**config.mk**
```make
export PLATFORM = sky130hd
export DESIGN_NAME = pipe_ctrl
export DESIGN_NICKNAME = d
export VERILOG_FILES = /design/src/rtl/pipe_ctrl_pkg.sv /design/src/rtl/pipe_ctrl_sat_counter.sv /design/src/rtl/pipe_ctrl.sv
export SDC_FILE = /design/constraint.sdc
export NUM_CORES = 1
export LEC_CHECK = 0
export BUFFER_PORTS_ARGS = -buffer_cell sky130_fd_sc_hd__buf_2
export CORE_MARGIN = 2
export CORE_UTILIZATION = 45
export CTS_CLUSTER_SIZE = 16
export DETAILED_ROUTE_END_ITERATION = 10
export GPL_TIMING_DRIVEN = 0
export HOLD_SLACK_MARGIN = 0.02
export PLACE_DENSITY = 0.68
export SLEW_MARGIN = 20
export SYNTH_ARGS = -nofsm -noshare
export SYNTH_HDL_FRONTEND = slang
export SYNTH_SLANG_ARGS = --single-unit
```
**constraint.sdc**
```tcl
create_clock -name clk -period 2.8 [get_ports clk]
set_input_delay 0.28 -clock clk [delete_from_list [all_inputs] [get_ports clk]]
set_output_delay 0.28 -clock clk [all_outputs]
set_load 0.03 [all_outputs]
```
**src/rtl/pipe_ctrl_pkg.sv**
```systemverilog
// Shared types and constants for the pipeline control unit.
package pipe_ctrl_pkg;

  typedef enum logic [1:0] {
    PS_RUN    = 2'd0,
    PS_DRAIN  = 2'd1,
    PS_HALTED = 2'd2
  } pipe_state_e;

  localparam logic [6:0] HALT_OPCODE = 7'h7F;

  localparam int unsigned STAGES_MIN = 3;
  localparam int unsigned STAGES_MAX = 8;
  localparam int unsigned CNT_W_MIN  = 8;
  localparam int unsigned CNT_W_MAX  = 64;

  // Mask covering the n lowest (youngest) pipeline registers.
  function automatic logic [STAGES_MAX-2:0] low_mask(int unsigned n);
    logic [STAGES_MAX-2:0] m;
    m = '0;
    for (int unsigned i = 0; i < STAGES_MAX - 1; i++) begin
      if (i < n) m[i] = 1'b1;
    end
    return m;
  endfunction

endpackage

```
**src/rtl/pipe_ctrl_sat_counter.sv**
```systemverilog
// Saturating up-counter with asynchronous active-low reset; sticks at all-ones.
module sat_counter #(
  parameter int unsigned W = 32
) (
  input  logic         clk,
  input  logic         reset,
  input  logic         en,
  output logic [W-1:0] count
);

  always_ff @(posedge clk or negedge reset) begin
    if (!reset) begin
      count <= '0;
    end else if (en && (count != {W{1'b1}})) begin
      count <= count + W'(1);
    end
  end

endmodule

```
**src/rtl/pipe_ctrl.sv**
```systemverilog
// Pipeline control: per-stage valid bits, register load/bubble decisions,
// external stall, halt-drain sequencing and saturating performance counters.
module pipe_ctrl
  import pipe_ctrl_pkg::*;
#(
  parameter int unsigned STAGES      = 5,
  parameter int unsigned FLUSH_STAGE = 2,
  parameter int unsigned CNT_W       = 32
) (
  input  logic              clk,
  input  logic              reset,
  input  logic [6:0]        id_opcode,
  input  logic              load_use,
  input  logic              redirect,
  input  logic              stall_ext,
  output logic              pc_en,
  output logic [STAGES-2:0] reg_en,
  output logic [STAGES-2:0] reg_clr,
  output logic [STAGES-2:0] valid,
  output logic [1:0]        state,
  output logic              halted,
  output logic [CNT_W-1:0]  cycle_cnt,
  output logic [CNT_W-1:0]  retire_cnt,
  output logic [CNT_W-1:0]  bubble_cnt,
  output logic [CNT_W-1:0]  flush_cnt
);

  localparam int unsigned NREG = STAGES - 1;
  localparam logic [STAGES_MAX-2:0] FLUSH_MASK_FULL = low_mask(FLUSH_STAGE);
  localparam logic [NREG-1:0] FLUSH_MASK = FLUSH_MASK_FULL[NREG-1:0];

  if (STAGES < STAGES_MIN || STAGES > STAGES_MAX) begin : g_bad_stages
    $error("pipe_ctrl: STAGES out of range");
  end
  if (FLUSH_STAGE < 1 || FLUSH_STAGE > NREG - 1) begin : g_bad_flush
    $error("pipe_ctrl: FLUSH_STAGE out of range");
  end
  if (CNT_W < CNT_W_MIN || CNT_W > CNT_W_MAX) begin : g_bad_cnt_w
    $error("pipe_ctrl: CNT_W out of range");
  end

  pipe_state_e     state_q, state_nxt;
  logic [NREG-1:0] valid_q, valid_nxt;
  logic            drain_step;
  logic            bubble_en, flush_en, cycle_en, retire_en;

  // Load/bubble decision, valid shift and next state.
  always_comb begin
    pc_en      = 1'b0;
    reg_en     = '0;
    reg_clr    = '0;
    state_nxt  = state_q;
    drain_step = 1'b0;
    bubble_en  = 1'b0;
    flush_en   = 1'b0;

    if (!reset) begin
      reg_en  = '1;
      reg_clr = '1;
    end else if (state_q == PS_HALTED || stall_ext) begin
      // frozen: nothing loads
    end else if (redirect) begin
      pc_en     = 1'b1;
      reg_en    = '1;
      reg_clr   = FLUSH_MASK;
      flush_en  = 1'b1;
      state_nxt = PS_RUN;
    end else if (state_q == PS_RUN && valid_q[0] && id_opcode == HALT_OPCODE) begin
      // squash the halt in IF/ID and its successor so it never executes
      reg_en       = '1;
      reg_clr[1:0] = 2'b11;
      state_nxt    = PS_DRAIN;
    end else if (state_q == PS_RUN && load_use) begin
      reg_en     = '1;
      reg_en[0]  = 1'b0;
      reg_clr[1] = 1'b1;
      bubble_en  = 1'b1;
    end else if (state_q == PS_RUN) begin
      pc_en  = 1'b1;
      reg_en = '1;
    end else begin
      reg_en     = '1;
      reg_clr[0] = 1'b1;
      drain_step = 1'b1;
    end

    valid_nxt = valid_q;
    if (reg_en[0]) valid_nxt[0] = ~reg_clr[0];
    for (int unsigned k = 1; k < NREG; k++) begin
      if (reg_en[k]) valid_nxt[k] = reg_clr[k] ? 1'b0 : valid_q[k-1];
    end

    if (drain_step && valid_nxt == '0) state_nxt = PS_HALTED;
  end

  always_ff @(posedge clk or negedge reset) begin
    if (!reset) begin
      valid_q <= '0;
      state_q <= PS_RUN;
      halted  <= 1'b0;
    end else begin
      valid_q <= valid_nxt;
      state_q <= state_nxt;
      halted  <= (state_nxt == PS_HALTED);
    end
  end

  assign valid     = valid_q;
  assign state     = state_q;
  assign cycle_en  = (state_q != PS_HALTED);
  assign retire_en = valid_q[NREG-1] & ~stall_ext;

  sat_counter #(.W(CNT_W)) u_cycle_cnt (
    .clk(clk), .reset(reset), .en(cycle_en), .count(cycle_cnt)
  );
  sat_counter #(.W(CNT_W)) u_retire_cnt (
    .clk(clk), .reset(reset), .en(retire_en), .count(retire_cnt)
  );
  sat_counter #(.W(CNT_W)) u_bubble_cnt (
    .clk(clk), .reset(reset), .en(bubble_en), .count(bubble_cnt)
  );
  sat_counter #(.W(CNT_W)) u_flush_cnt (
    .clk(clk), .reset(reset), .en(flush_en), .count(flush_cnt)
  );

endmodule

```
==> impl_metrics.env, run 1 <==
export IMPL_status="completed"
export IMPL_cts_buffer_depth=2
export IMPL_start_util=0.457
export IMPL_synth_cells=638
export IMPL_grt_setup_unrepaired="no"
export IMPL_viasPerCell=5.52
export IMPL_cts_setup_buffers=0
export IMPL_port_buffers=155
export IMPL_start_kind="input port"
export IMPL_cp_data_arrival_time_ns=2.93
export IMPL_cp_top_family="buffers and inverters"
export IMPL_synthTopCellsByArea="dfrtp_1, xnor2_1, xor2_1, nand4_1, nand3_1"
export IMPL_synth_nets=654
export IMPL_ys_types=53
export IMPL_met1_usage=0.282
export IMPL_slew_headroom=0.516
export IMPL_area_growth_pct=24.7
export IMPL_grt_use_met2=0.333
export IMPL_synth_edf_count=0
export IMPL_power_mw=5.02
export IMPL_synth_ff_type="dfrtp_1"
export IMPL_power_density_nw_per_um2=608
export IMPL_avgRoutedWirePerCell_microns=16.1
export IMPL_grt_overflow=0
export IMPL_ir_drop_v=0.000410
export IMPL_clockRootBuffer="clkbuf_16"
export IMPL_diodes=0
export IMPL_cts_tree="built"
export IMPL_hold_violations=0
export IMPL_antenna_found_initial=0
export IMPL_first_iter_violations=380
export IMPL_synth_seq_area_share=0.510
export IMPL_synth_top_cell_area_share=0.510
export IMPL_clock_latency_ns=0.41
export IMPL_crit_required_ns=3.13
export IMPL_syn_cell_area_sq_um=6620
export IMPL_timing_final_crit_share=0.928
export IMPL_crit_type="input port to flop"
export IMPL_leakage_nw=4.02
export IMPL_cts_buffers=17
export IMPL_drc_errors=0
export IMPL_cts_reportedPaths_clkPinSlew_ns=0.05
export IMPL_routed_wl_mm=16.2
export IMPL_yosys_area_top_type="dfrtp_1"
export IMPL_drv_slew=0
export IMPL_synth_area_per_cell_sq_um=10.4
export IMPL_core_sq_um=14500
export IMPL_gp_congestion=0.928
export IMPL_critPathCaptureType="flop"
export IMPL_crit_chain="dlygate4sd3_1 > buf_8 > buf_16 > nor3b_4 > o2111ai_1 > a2111o_1 > nor4_2 > xor2_1"
export IMPL_fin_nets=831
export IMPL_fin_crit_ns=2.60
export IMPL_gr_usage_met3=0.0573
export IMPL_die_area_sq_um=15700
export IMPL_ios=156
export IMPL_setup_viol=0
export IMPL_maxCapViolCount=0
export IMPL_clock_sinks=135
export IMPL_htree_levels=4
export IMPL_cp_max_fo=78
export IMPL_yosys_warnings=0
export IMPL_ys_ff_latch=135
export IMPL_place_hpwl_mm=11.8
export IMPL_rows=44
export IMPL_async_flop_share=1.00
export IMPL_grt_start_max_net_pins=79
export IMPL_grt_pass1_vias=5369
export IMPL_die_x_microns=125
export IMPL_fin_worst_skew_ns=0.00612
export IMPL_vias=5567
export IMPL_grt_use_total=0.211
export IMPL_die_h_microns=125
export IMPL_fmax_ghz=0.385
export IMPL_hp_class="input port to flop"
export IMPL_ant_nets=0
export IMPL_worst_slew_pin_slew_ns=0.719
export IMPL_path_buf_inv=3
export IMPL_drtPass1Iterations=4
export IMPL_synth_most_common_cell="dfrtp_1"
export IMPL_synth_common_cells="dfrtp_1, xnor2_1, nand2_1, nand3_1, nand4_1"
export IMPL_final_util=0.570
export IMPL_slowest_stage="dlygate4sd3_1"
export IMPL_grt_pass1_wl_mm=27.1
export IMPL_slowest_delay_ns=0.57
export IMPL_drive_above_1_share=0.255
export IMPL_busiest_layer="met2"
[flip-flops by register name, summed over array words and instances, names as in the netlist]
| name | count |
|---|---|
| u_retire_cnt.count | 32 |
| u_cycle_cnt.count | 32 |
| valid | 4 |
| halted | 1 |
| state | 2 |
| u_bubble_cnt.count | 32 |
| u_flush_cnt.count | 32 |
[area by class of cell]
cell class | instances | area [sq um]
flip-flops and latches | 135 | 3380
repair buffers | 158 | 851
multi-input cells | 477 | 3130
inverters | 15 | 56.3
well taps | 184 | 230
plain buffers | 11 | 73.8
fillers | 1260 | 6220
clock buffers | 25 | 495
clock inverters | 4 | 45.0
[repair_timing]
item	CTS	global route
hold endpoints to repair	59	0
setup endpoints to repair	0	19
hold buffers	2	0
gates resized for setup	0	3
[power by group]
part	total, mW	switching (mW)	leakage (nW)	internal [mW]
clock network	2.07	0.775	0.269	1.30
logic	0.723	0.485	1.94	0.238
registers	2.23	0.159	1.82	2.07
total	5.02	1.42	4.02	3.60
[cell families after synthesis]
group | after synthesis | share of synthesized area
simple gates | 309 | 0.250
flops | 135 | 0.510
xor+xnor | 114 | 0.151
compound gates | 43 | 0.0499
buf+inv | 26 | 0.0197
mux | 7 | 0.0117
fa+ha+maj | 4 | 0.00756
[metal layers]
metal | wire (microns) | vias to the layer above | part of all wire
met1 | 7390 | 2718 | 0.45
met4 | 349 | 0 | 0.021
li1 | - | 2653 | -
met5 | 0 | - | 0
met3 | 982 | 33 | 0.060
met2 | 7520 | 163 | 0.46
[cells in the final DEF, fill, tap and decap left out, types with 4 or more instances in the layout]
cell	netlist	layout
xor2_1	43	43
nor4_1	15	15
nand3_1	57	57
o21ai_0	6	6
inv_1	15	15
nand2_1	57	57
buf_2	5	159
mux2_2	5	5
xnor2_1	71	71
a31oi_1	5	5
clkbuf_16	0	17
nor2_1	47	47
ha_1	4	4
a21oi_1	11	11
nor2b_1	6	6
nand4_1	49	49
and4_1	12	12
clkbuf_1	1	5
dfrtp_1	135	135
clkbuf_8	0	4
and2_1	5	5
and3_1	15	15
nor3_1	23	23
[per-stage QoR]
step | area [sq um] | cells | TNS [ns] | worst slack [ns] | hold slack (ns)
CTS | 8240 | 1009 | 0 | 0.0849 | 0.218
global route | 8260 | 1009 | 0 | 0.00445 | 0.265
finish | 8260 | 1009 | 0 | 0.201 | 0.234
detailed placement | 7660 | 978 | -0.265 | -0.0823 | 0.251
global placement | 7620 | 977 | -162.70 | -1.79 | 0.475
floorplan | 6620 | 638 | 0 | 0.496 | -0.0156
[tightest hold or removal path: stages]
cell and delay, ns:
buf_2 0.13, inv_1 0.05, a21oi_1 0.05, nor2_1 0.08
[final timing paths]
path,startpoint,to,slack (ns),cells after the start
min,load_use,valid[0]$_DFF_PN0_,0.23,4
max reg2reg,u_retire_cnt.count[0]$_DFFE_PN0P_,u_retire_cnt.count[1]$_DFFE_PN0P_,0.52,6
min reg2reg,u_retire_cnt.count[10]$_DFFE_PN0P_,u_retire_cnt.count[10]$_DFFE_PN0P_,0.48,1
max in group asynchronous,reset,u_bubble_cnt.count[15]$_DFFE_PN0P_,1.96,3
max,reset,u_bubble_cnt.count[31]$_DFFE_PN0P_,0.20,8
min in group asynchronous,reset,u_cycle_cnt.count[28]$_DFFE_PN0P_,0.49,3
No activity file was read; power rests on OpenSTA's default activity.
==> run 2, diff against run 1 <==
CTS_BUF_LIST = sky130_fd_sc_hd__clkbuf_8   (was default)
==> impl_metrics.env, run 2 (synthesized netlist as in run 1, its figures left out) <==
export IMPL_die_area_sq_um=15700
export IMPL_die_h_microns=125
export IMPL_clock_latency_ns=0.42
export IMPL_ir_drop_v=0.000340
export IMPL_drtPass1Iterations=4
export IMPL_layout_common_cells="buf_2, dfrtp_1, xnor2_1, nand2_1, nand3_1"
export IMPL_placedInstanceArea_sq_um=7660
export IMPL_p_comb_frac=0.164
export IMPL_fmax_ghz=0.390
export IMPL_grt_pass1_vias=5366
export IMPL_cts_buffers=17
export IMPL_area_growth_pct=21.8
export IMPL_clockRootBuffer="clkbuf_8"
export IMPL_routed_wl_mm=16.1
export IMPL_r2r_start="u_retire_cnt.count[0]$_DFFE_PN0P_"
export IMPL_finalInstanceArea_sq_um=8060
export IMPL_slew_headroom=0.518
export IMPL_start_kind="input port"
export IMPL_crit_start="reset"
export IMPL_status="completed"
export IMPL_final_util=0.557
export IMPL_endpoint="u_bubble_cnt.count[31]$_DFFE_PN0P_"
export IMPL_leakage_nw=3.95
export IMPL_hold_slack_ns=0.226
export IMPL_grt_pass1_wl_mm=27.0
export IMPL_cts_reportedPaths_clkPinSlew_ns=0.07
export IMPL_clock_sinks=135
export IMPL_fin_nets=831
export IMPL_grt_use_total=0.210
export IMPL_grt_start_max_net_pins=79
export IMPL_ant_nets=0
export IMPL_r2r_end="u_retire_cnt.count[1]$_DFFE_PN0P_"
export IMPL_cts_tree="built"
export IMPL_power_mw=4.39
export IMPL_final_common_cell="buf_2"
export IMPL_antenna_found_initial=0
export IMPL_cts_setup_buffers=0
export IMPL_timing_final_crit_share=0.917
export IMPL_start_util=0.457
export IMPL_cts_buffer_depth=2
export IMPL_drv_slew=0
export IMPL_worst_slew_pin_slew_ns=0.716
export IMPL_post_place_ws_ns=-0.0823
export IMPL_ios=156
export IMPL_first_iter_violations=265
export IMPL_hp_class="input port to flop"
export IMPL_place_hpwl_mm=11.8
export IMPL_clkPwrFrac=0.329
export IMPL_drc_errors=0
export IMPL_core_sq_um=14500
export IMPL_grt_setup_unrepaired="no"
export IMPL_r2r_slack_ns=0.52
export IMPL_switchingPower_mw=1.32
export IMPL_drive_above_1_share=0.255
export IMPL_port_buffers=155
export IMPL_fin_worst_skew_ns=0.0100
export IMPL_htree_levels=4
export IMPL_power_density_nw_per_um2=545
export IMPL_r2r_worst_path_cells=6
export IMPL_seqPwrFrac=0.507
export IMPL_setup_viol=0
export IMPL_fin_crit_ns=2.57
export IMPL_worst_slack_ns=0.233
export IMPL_crit_type="input port to flop"
export IMPL_cp_data_arrival_time_ns=2.90
export IMPL_viasPerCell=5.49
export IMPL_avgRoutedWirePerCell_microns=16.0
export IMPL_critPathCaptureType="flop"
export IMPL_die_x_microns=125
export IMPL_vias=5538
export IMPL_cp_max_fo=78
export IMPL_internal_power_mw=3.07
export IMPL_maxCapViolCount=0
export IMPL_hold_violations=0
export IMPL_sw_frac_of_total=0.302
export IMPL_crit_required_ns=3.13
export IMPL_grt_overflow=0
export IMPL_rows=44
export IMPL_gp_congestion=0.928
export IMPL_diodes=0
## run 2: changes by cell type in the layout (fill, tap and decap cells not counted), sizes merged
cell / previous run / this run
inv: 15 / 19
clkbuf: 26 / 22
## run 2: power by group through the flow
stage,clock network [mW],registers (mW),logic (mW)
6_report,1.44,2.23,0.722
5_1_grt,1.58,2.25,0.786
4_1_cts,1.51,2.22,0.731
3_5_place_dp,0,2.26,0.724
3_3_place_gp,0,2.25,0.697
2_1_floorplan,0,2.45,0.248
## run 2: cell type report
cell class | count | area [sq um]
multi-input combinational | 477 | 3120
fill | 1282 | 6420
clock buffer | 21 | 289
buffer | 11 | 73.8
timing repair buffer | 158 | 851
sequential | 135 | 3380
inverter | 15 | 56.3
tap | 184 | 230
clock inverter | 8 | 60.1
## run 2: how the worst min path moves through the flow
stage                                                    to                         startpoint  cells past startpoint  slack [ns]
after floorplan                            halted$_DFF_PN0_                              reset                      0       -0.02
after global placement    u_flush_cnt.count[11]$_DFFE_PN0P_  u_flush_cnt.count[11]$_DFFE_PN0P_                      1        0.47
after detailed placement  u_cycle_cnt.count[29]$_DFFE_PN0P_                              reset                      1        0.25
after CTS                                valid[0]$_DFF_PN0_                           load_use                      4        0.18
after global routing                     valid[0]$_DFF_PN0_                           load_use                      4        0.22
final                                    valid[0]$_DFF_PN0_                           load_use                      4        0.23
## run 2: critical path: stages
cell	delay, ns
dlygate4sd3_1	0.57
buf_8	0.16
buf_16	0.30
nor3b_2	0.31
o2111ai_1	0.23
a2111o_1	0.48
nor4_2	0.33
xor2_1	0.18
## run 2: timing repair
item / in CTS / in global routing
gates resized for setup: 0 / 2
setup endpoints to repair: 0 / 12
hold endpoints to repair: 59 / 0
hold buffers: 2 / 0
## run 2: metrics by stage
stage	setup TNS (ns)	instances
floorplan	0	638
global placement	-162.70	977
detailed placement	-0.265	978
CTS	0	1009
global route	0	1009
finish	0	1009
## run 2: layer usage
metal,routed length (microns),share of wire,GRT usage
met1,7370,0.46,0.280
met2,7720,0.48,0.333
met3,894,0.055,0.0612
met4,157,0.0097,0.0680
met5,0,0,0
